==> config.mk <==
export PLATFORM = sky130hd
export DESIGN_NAME = btn_request_capture_4ch
export DESIGN_NICKNAME = d
export VERILOG_FILES = /design/src/rtl/btn_request_capture_4ch.sv
export SDC_FILE = /design/constraint.sdc
export NUM_CORES = 1
export LEC_CHECK = 0
export CORE_MARGIN = 5
export CORE_UTILIZATION = 23
export CTS_CLUSTER_DIAMETER = 100
export DETAILED_ROUTE_END_ITERATION = 6
export PLACE_DENSITY = 0.45
export SETUP_SLACK_MARGIN = 0.5
export SLEW_MARGIN = 20
export SYNTH_ARGS = -nofsm -noshare
export SYNTH_HDL_FRONTEND = slang
export SYNTH_SLANG_ARGS = --single-unit
==> constraint.sdc <==
create_clock -name clk -period 5.1 [get_ports clk]
set_clock_uncertainty 0.1 [all_clocks]
set_input_delay 0.51 -clock clk [delete_from_list [all_inputs] [get_ports clk]]
set_output_delay 0.51 -clock clk [all_outputs]
set_load 0.02 [all_outputs]
==> src/rtl/btn_request_capture_4ch.sv <==
// Four-channel button front end: synchronize, debounce and edge-detect raw
// button levels, then hold each press as a sticky request until acknowledged.
module btn_request_capture_4ch #(
    parameter int unsigned DB_CNT_MAX = 1000000,
    parameter int unsigned CNT_W      = 20
) (
    input  logic       clk,
    input  logic       rst,
    input  logic [3:0] btn_i,
    input  logic       ack_i,
    input  logic [1:0] ack_idx,
    output logic [3:0] pend_o,
    output logic [3:0] stable_o,
    output logic [3:0] press_o,
    output logic [3:0] drop_o
);

    localparam int unsigned N_CH = 4;
    localparam logic [CNT_W-1:0] CNT_LAST = CNT_W'(DB_CNT_MAX - 1);
    localparam logic [CNT_W-1:0] CNT_ONE  = CNT_W'(1);

    logic [N_CH-1:0] s1;
    logic [N_CH-1:0] s2;
    logic [N_CH-1:0] stable_nxt;
    logic [N_CH-1:0] press_nxt;
    logic [N_CH-1:0] clr_c;
    logic [N_CH-1:0] pend_nxt;
    logic [N_CH-1:0] drop_nxt;

    // Two-flop synchronizer; only s2 is used downstream.
    always_ff @(posedge clk) begin
        if (rst) begin
            s1 <= '0;
            s2 <= '0;
        end else begin
            s1 <= btn_i;
            s2 <= s1;
        end
    end

    // Per-channel debounce: the level changes only after DB_CNT_MAX
    // consecutive disagreeing samples; any agreeing sample restarts the count.
    for (genvar g = 0; g < N_CH; g++) begin : g_db
        logic [CNT_W-1:0] cnt;
        logic [CNT_W-1:0] cnt_nxt;
        logic             stable_ch_nxt;

        always_comb begin
            cnt_nxt       = '0;
            stable_ch_nxt = stable_o[g];
            if (s2[g] != stable_o[g]) begin
                if (cnt == CNT_LAST) begin
                    stable_ch_nxt = s2[g];
                end else begin
                    cnt_nxt = cnt + CNT_ONE;
                end
            end
        end

        always_ff @(posedge clk) begin
            if (rst) begin
                cnt <= '0;
            end else begin
                cnt <= cnt_nxt;
            end
        end

        assign stable_nxt[g] = stable_ch_nxt;
    end

    // Rising edge of the debounced level is a press; releases are silent.
    always_comb begin
        press_nxt = stable_nxt & ~stable_o;
    end

    // Acknowledge decode: one channel cleared per cycle while ack_i is high.
    always_comb begin
        clr_c = '0;
        if (ack_i) begin
            clr_c = N_CH'(4'b0001 << ack_idx);
        end
    end

    // Set wins over clear; a set on a bit already pending and not being
    // cleared is reported as a drop.
    always_comb begin
        pend_nxt = press_o | (pend_o & ~clr_c);
        drop_nxt = press_o & pend_o & ~clr_c;
    end

    always_ff @(posedge clk) begin
        if (rst) begin
            stable_o <= '0;
            press_o  <= '0;
            pend_o   <= '0;
            drop_o   <= '0;
        end else begin
            stable_o <= stable_nxt;
            press_o  <= press_nxt;
            pend_o   <= pend_nxt;
            drop_o   <= drop_nxt;
        end
    end

endmodule

**Word-level counts from Yosys, hierarchy flattened**

Cells that the tools add are included.

- Register bits: 104
- Input port bits: 9
- Output and inout port bits: 16

- $add $sub $neg: 4
- Eq/ne operators: 8
- Shift-type cells: 1
- Mux-type cells: 9
- Bitwise operators: 11
- Reduce and logical (&&, ||, !) cells: 4

Operator list:

| operator | number |
|---|---|
| $add 20x1->20 const B | 4 |
| $eq 20x20->1 const B | 4 |
| $and 4x4->4 | 4 |
| $reduce_or 3->1 | 4 |
| $mux 1 | 8 |
| $not 4->4 | 2 |
| $mux 4 | 1 |
| $ne 1x1->1 | 4 |
| $not 1->1 | 4 |
| $or 4x4->4 | 1 |
| $shl 1x2->4 const A | 1 |

**Logic depth before layout (Yosys ltp)**

- Depth after elaboration: 5
- Mapped depth: 7

**Least setup slack after synthesis**

OpenSTA, ideal clock, no wires.

- Kind: flip-flop to flip-flop
- Start: reg g_db[1].cnt[0]
- End: reg g_db[1].cnt[10]
- Setup time: 115 ps
- Arrival: 1718 ps
- Required time: 4885 ps
- Setup slack: 3167 ps
- Cell stages (with the launch flop): 8
- Buffers on the path: 2
- Period minus slack after synthesis: 1933 ps
- Path through: dfxtp_1 -> ha_1 -> nand3_2 -> or2_2 -> clkbuf_1 -> o21ai_1 -> buf_4 -> nor2_1

- Word-level cells in the longest chain between the ends: 2
- Elaborated cells between the ends (all ways): 3
- Classes of those cells: add/sub: 1; eq/ne: 1; reduce/logical: 1

RTL lines:

| element | line | RTL |
|---|---|---|
| from (decl) | 44 | `logic [CNT_W-1:0] cnt;` |
| from (signal assigned) | 64 | `cnt <= cnt_nxt;` |
| branches (longest 2 deep; another with $add 20x1->20) | - |  |

Parallel ways; which one is timed is not known.
A chain may end at the register's enable or synchronous reset.

**Final worst setup path**

- Start: reg g_db[0].cnt[0]
- End: reg g_db[0].cnt[8]

- Word-level cells in the longest chain between the ends: 2
- Elaborated cells between the ends (all ways): 3
- Classes of those cells: add/sub: 1; eq/ne: 1; reduce/logical: 1

RTL lines:

| element | line |
|---|---|
| from (decl) | 44 |
| from (signal assigned) | 64 |
| branches (longest 2 deep; another with $add 20x1->20) | - |

Parallel ways; which one is timed is not known.

==> reports/results.ini <==
[outcome]
outcome = finished, final reports clean

[final_layout]
final.fill_count = 2085
area_delta_synth_final_pct = 18.7
diode_insertion_count_for_antenna_repair = 0
postLayoutCellArea_um2 = 5300
final_cell_count_no_fill = 805
multiInputGateArea_um2 = 2260
design.final.nets = 548
sequential_cell_area_um2 = 2080
drive_above_1_share = 0.0537

[clocking]
clock_pin_transition_on_the_worst_setup_and_hold_timing_paths_ps = 70
htreeDepth = 3
clock_latency_on_the_worst_skew_pair_ps = 350
cts-root-to-sink-buffers = 2
cts.sinks = 104
post_cts.repair.setup_buffers = 0
post_cts_resized = 0
tritoncts = yes
clockRootBuffer = sky130_fd_sc_hd__clkbuf_16
postCtsHoldBufs = 0
tritoncts.num_buffers = 9

[critical_path]
start_kind = register
critical-path-slowest-cell = sky130_fd_sc_hd__o21ai_2
timing.critical_path.to = g_db[0].cnt[8]
cp_data_arrival_time_ps = 2280
r2r.worst_path.cells = 5
reg2reg_to = g_db[0].cnt[8]
setup.worst_path.start = g_db[0].cnt[0]
cp_slowest_stage_delay_ps = 710
path_depth = 5
critPathTopFamily = compound AO/OA/AOI/OAI gates
critical_path.cell_chain = ha_1, and2_1, nand4_1, o21ai_2, nor2_1
timing.setup.critical_path_class = register to register
regToRegStartpoint = g_db[0].cnt[0]
worst_setup_path_end_kind = register
critPathRequiredTime_ps = 5210
worst-path-buf-inv = 0
r2r_slack_ps = 2930
path_max_fanout = 18

[power_and_ir_drop]
ir_drop_v = 0.000125
power.density_cell_area_nw_per_um2 = 284
leakagePower_nw = 1.52

[place]
routabilityCongestion = 0.784
portBuffers = 24
hpwlAfterDp_mm = 6.48
place_inst = 789
dpl-instance-area_um2 = 5010

[timing]
final_min_period_over_clock_period = 0.426
clock.fmax_ghz = 0.460
setup_viol = 0
worst_slew_pin_slew_ps = 749
rsz_0062_raised_after_global_routing = no
max_slew_headroom_at_the_worst_pin = 0.501
timing.final.max_slew_violations = 0
final.hold.worst_slack_ps = 341
post_route_setup_tns_ps = 0
hold_viol_final = 0
fin_crit_ps = 2170

[logic_synthesis]
netlist-cell-type-count = 43
post_synth_simple_gate_area = 0.310
yosysSeqAreaShare = 0.466
syn-cell-area_um2 = 4470
synth-xor-area-share = 0.114
ys_ff_latch = 104
synth_edf_count = 0
synth_adder_area_share = 0.0112
postSynthNetCount = 521
synth.area.mux_share = 0.00224
dominant_combinational_cell_family_by_area_after_synthesis = simple AND/OR/NAND/NOR gates
synth_cells = 508
post_synth.cell_area_avg_um2 = 8.79
synth_compound_area_frac = 0.0681
async_reset_ff_frac = 0
predominant_post_synthesis_flop_cell = sky130_fd_sc_hd__dfxtp_1
synth_warn = 0

[die]
initial_core_util = 0.232
row_count = 51
die_width_um = 149
top_level_ports = 25
dieHeight_um = 149
fp.dieArea_um2 = 22300
core_region_area_um2 = 19300

[routing]
post-route-drc-count = 0
vias = 3533
postRouteWirelength_mm = 9.15
first_pass_iters = 4
first_iter_violations = 177
ant_nets = 0
vias_per_cell = 4.39
routed_wire_length_per_instance_um = 11.4

[min_path]
hp-class = register to register
hold_critical_path_depth = 1

[global_routing]
grt_usage = 0.0875
first_global_vias = 3421
grt-ovfl-total = 0
pin_count_of_the_biggest_net_entering_global_routing = 31
grt_first_pass_wirelength_mm = 16.0
antenna_found_initial = 0

[flow_run]
drv_cap = 0

placed cells by master, fill, tap and decap left out, types with 3 or more instances in the layout:
master,count
sky130_fd_sc_hd__a21oi_1,20
sky130_fd_sc_hd__and2_1,3
sky130_fd_sc_hd__and3_1,11
sky130_fd_sc_hd__and4_1,6
sky130_fd_sc_hd__buf_4,3
sky130_fd_sc_hd__clkbuf_16,9
sky130_fd_sc_hd__clkdlybuf4s50_1,24
sky130_fd_sc_hd__dfxtp_1,104
sky130_fd_sc_hd__ha_1,4
sky130_fd_sc_hd__inv_1,21
sky130_fd_sc_hd__nand2_1,28
sky130_fd_sc_hd__nand2b_1,3
sky130_fd_sc_hd__nand3_1,22
sky130_fd_sc_hd__nand4_1,24
sky130_fd_sc_hd__nor2_1,73
sky130_fd_sc_hd__nor2b_1,12
sky130_fd_sc_hd__nor3_1,22
sky130_fd_sc_hd__nor3b_1,4
sky130_fd_sc_hd__nor4_1,15
sky130_fd_sc_hd__nor4b_1,6
sky130_fd_sc_hd__o21ai_0,15
sky130_fd_sc_hd__o221ai_1,4
sky130_fd_sc_hd__o31ai_1,6
sky130_fd_sc_hd__or3_1,13
sky130_fd_sc_hd__or4_1,5
sky130_fd_sc_hd__xnor2_1,39
sky130_fd_sc_hd__xor2_1,19
routing by layer:
layer  up-vias  part of all wire  global-route usage
met4         0             0.015              0.0297
met3        11             0.048              0.0307
met2        43              0.45               0.138
met5         -                 0                   0
met1      1637              0.48               0.112
li1       1842                 -                   -
power breakdown:
group / switching (W) / internal [W]
combinational: 0.0000135 / 0.0000106
clock: 0.000317 / 0.000346
sequential: 0.00000205 / 0.000815
cells by family (layout without fill, tap and decap cells):
group,Yosys count,after routing
XOR/XNOR,58,58
multiplexers,1,1
AO/OA/AOI/OAI,52,52
adder cells (fa/ha/maj),4,4
buffers and inverters,32,64
AND/OR/NAND/NOR,257,257
flip-flops,104,104
flip-flops by register name, summed over array words and instances, names as in the netlist:
signal,flops
s2,4
g_db.cnt,80
stable_o,4
drop_o,4
s1,4
pend_o,4
press_o,4
synth_stat cells, types with 5 or more instances:
cell                       count  share of area
sky130_fd_sc_hd__o21ai_0      17          0.019
sky130_fd_sc_hd__and3_1       11          0.015
sky130_fd_sc_hd__nand4_1      24          0.034
sky130_fd_sc_hd__inv_1        21          0.018
sky130_fd_sc_hd__o31ai_1       6          0.010
sky130_fd_sc_hd__a21oi_1      20          0.022
sky130_fd_sc_hd__nand3_1      22          0.025
sky130_fd_sc_hd__clkbuf_1      8         0.0067
sky130_fd_sc_hd__nor4_1       15          0.021
sky130_fd_sc_hd__nand2_1      28          0.024
sky130_fd_sc_hd__or4_1         5         0.0084
sky130_fd_sc_hd__nor2_1       73          0.061
sky130_fd_sc_hd__xor2_1       19          0.037
sky130_fd_sc_hd__and4_1        6          0.012
sky130_fd_sc_hd__xnor2_1      39          0.076
sky130_fd_sc_hd__or3_1        13          0.018
sky130_fd_sc_hd__nor2b_1      12          0.017
sky130_fd_sc_hd__nor3_1       22          0.025
sky130_fd_sc_hd__dfxtp_1     104           0.47
sky130_fd_sc_hd__nor4b_1       6          0.012
area by class of cell:
class | count | share of cell area
well taps | 265 | 0.0626
flip-flops and latches | 104 | 0.393
clock inverters | 6 | 0.00826
multi-input cells | 372 | 0.427
inverters | 21 | 0.0149
clock buffers | 10 | 0.0451
repair buffers | 27 | 0.0496
stage by stage:
stage / setup WS (ps) / power [W] / util
finish: 2930 / 0.00151 / 0.275
global route: 2650 / 0.00158 / 0.275
CTS: 2620 / 0.00153 / 0.275
detailed placement: 2640 / 0.000861 / 0.260
global placement: 2690 / 0.000860 / 0.260
floorplan: 3170 / 0.000849 / -
how the worst min path moves through the flow:
stage	from	to	slack [ps]
final	s1[0]	s2[0]	340
after global routing	s1[0]	s2[0]	370
after CTS	s1[0]	s2[0]	350
after detailed placement	s1[3]	s2[3]	330
after global placement	s1[0]	s2[0]	320
after floorplan	s1[0]	s2[0]	310
No activity file was read; power rests on OpenSTA's default activity.
==> RTL change: new RTL, same settings <==
The parameter `CNT_W` goes from 20 to 40.
--- a/src/rtl/btn_request_capture_4ch.sv
+++ b/src/rtl/btn_request_capture_4ch.sv
@@ -2,7 +2,7 @@
 // button levels, then hold each press as a sticky request until acknowledged.
 module btn_request_capture_4ch #(
     parameter int unsigned DB_CNT_MAX = 1000000,
-    parameter int unsigned CNT_W      = 20
+    parameter int unsigned CNT_W      = 40
 ) (
     input  logic       clk,
     input  logic       rst,
Formal check against the unedited RTL: no difference found for any inputs over 10 cycles, from zero or initial values and one cycle with rst high; that may be too few to reach the edited logic, so the function may still have changed.
==> RTL change against the unedited design <==
  * Highest routed layer unchanged
  * Routed wire length rose by 94%
  * First-iteration DRC count rose by 24%
  * Clock power rose by 100%
  * Sequential cell count rose by 80
  * Power rose by 88%
  * Synthesized area rose by 85%
  * Setup slack got worse by 0.51 ns
  * Design area rose by 79%
  * Core utilization fell by 0.72 points
==> RTL change: results (changes against the unedited design) <==
[drt]
drt-vias-per-instance = 4.41  ; +0.41%
wl_per_cell_um = 12.4  ; +9.1%
drt_pre_antenna_iters = 4  ; unchanged
drt-initial-drc-count = 220  ; +24%
postRouteWirelength_mm = 17.8  ; +94%

[finish]
layout-drive-gt1-share = 0.0588  ; +0.00506
fillers = 3834  ; +84%
top_register = g_db.cnt
n_antenna_cell = 0  ; unchanged
fin_nets = 970  ; +77%
largest_reg_flops = 160  ; +100%

[clock_tree]
ctsResizeCount = 0  ; unchanged
cts_setup_buffers = 0  ; unchanged
numCtsBuffers = 17  ; +8
path_clk_slew_ns = 0.07  ; about the same
cts_root_buf = clkbuf_16
clock_path_buffers = 2  ; unchanged
insertion_delay_ns = 0.43  ; +0.08 ns
ctsHtreeMaxLevel = 4  ; +1

[placement]
gp_congestion = 0.719  ; -8.3%
port_buffers = 24  ; unchanged
pre_cts_ws_ns = 2.37  ; -0.266 ns
dp_hpwl_mm = 12.0  ; +85%
place_inst = 1399  ; +77%

[yosys]
synth_common_cells = dfxtp_1, nor2_1, xnor2_1
synth-warning-count = 0  ; unchanged
async_flop_share = 0  ; unchanged
synthTopCellsByArea = dfxtp_1, xnor2_1, nor2_1
yosysSeqAreaShare = 0.446  ; -0.0205
syn_nets = 962  ; +85%
synthDistinctLibCells = 44  ; +2.3%
syn_area_per_cell_um2 = 8.71  ; -0.93%

[status]
status = finished clean

[global_route]
grt_first_pass_wirelength_mm = 30.4  ; +90%
grt_overflow = 0  ; unchanged
grt.total_usage = 0.0919  ; +0.00441
grt_max_degree = 41  ; +32%
grt_pass1_vias = 5972  ; +75%
antenna_found_initial = 0  ; unchanged

[setup_path]
rrSetupSlack_ns = 2.41  ; -0.51 ns
cp_max_fo = 24  ; +6
critPathCapture = g_db[3].cnt[7]$_SDFF_PP0_
r2r_end = g_db[3].cnt[7]$_SDFF_PP0_
r2r_cells = 6  ; +1
critPathArrivalTime_ns = 2.89  ; +0.61 ns
crit-reg2reg-launch = g_db[3].cnt[2]$_SDFF_PP0_
worstSetupPathType = reg2reg

[pwr]
leakagePower_nw = 2.80  ; +84%
ir_drop_mv = 0.203  ; +62%

[sta]
fin_crit_sh = 0.527  ; +0.101
slew_headroom = 0.481  ; -0.0194

[worst_hold_path]
hold_class = reg2reg

-- RTL change: power breakdown --
part	switching [mW]	internal, mW	leakage (nW)
registers	0.00241	1.44	1.48
clock network	0.588	0.777	0.292
logic	0.0174	0.0109	1.03
total	0.608	2.23	2.80
-- RTL change: area by class of cell --
cell class / count / area share
multi-input combinational: 700 / 0.450
sequential: 184 / 0.388
clock inverter: 14 / 0.0178
clock buffer: 18 / 0.0452
inverter: 25 / 0.00987
tap: 461 / 0.0607
timing repair buffer: 29 / 0.0292
-- RTL change: routing by layer --
| layer | track usage | up-vias | share of wire |
|---|---|---|---|
| li1 | - | 3300 | - |
| met1 | 0.132 | 2927 | 0.54 |
| met2 | 0.139 | 65 | 0.42 |
| met3 | 0.0202 | 14 | 0.032 |
| met4 | 0.0249 | 0 | 0.011 |
| met5 | 0 | - | 0 |
-- RTL change: kinds of logic (layout without fill, tap and decap cells) --
logic type	after synthesis	in the layout	synth area share
adders and majority gates	4	4	0.00606
muxes	4	4	0.00485
AOI/OAI and AO/OA	48	48	0.0306
DFF	184	184	0.446
buffers and inverters	65	86	0.0372
xor gates and xnor gates	136	136	0.144
and+or+nand+nor	508	508	0.331
-- RTL change: worst min-delay path by stage --
stage                     startpoint               end  slack [ns]  depth (start not counted)
finish              s1[2]$_SDFF_PP0_  s2[2]$_SDFF_PP0_        0.33                          1
global route        s1[3]$_SDFF_PP0_  s2[3]$_SDFF_PP0_        0.36                          1
CTS                 s1[2]$_SDFF_PP0_  s2[2]$_SDFF_PP0_        0.34                          1
detailed placement  s1[2]$_SDFF_PP0_  s2[2]$_SDFF_PP0_        0.32                          1
global placement    s1[2]$_SDFF_PP0_  s2[2]$_SDFF_PP0_        0.32                          1
floorplan           s1[0]$_SDFF_PP0_  s2[0]$_SDFF_PP0_        0.31                          1
-- RTL change: worst max-delay path: stages, from the launching register on --
cell     delay, ns
dfxtp_1       0.41
and4_1        0.28
nand2_1       0.30
nor4_2        0.47
or3_1         0.54
buf_4         0.38
nor2_1        0.08
-- RTL change: through the flow --
step	cell area, µm²	hold WS [ns]
2_1_floorplan	8260	0.314
3_3_place_gp	8900	0.316
3_5_place_dp	8900	0.324
4_1_cts	9500	0.341
5_1_grt	9500	0.360
6_report	9500	0.335
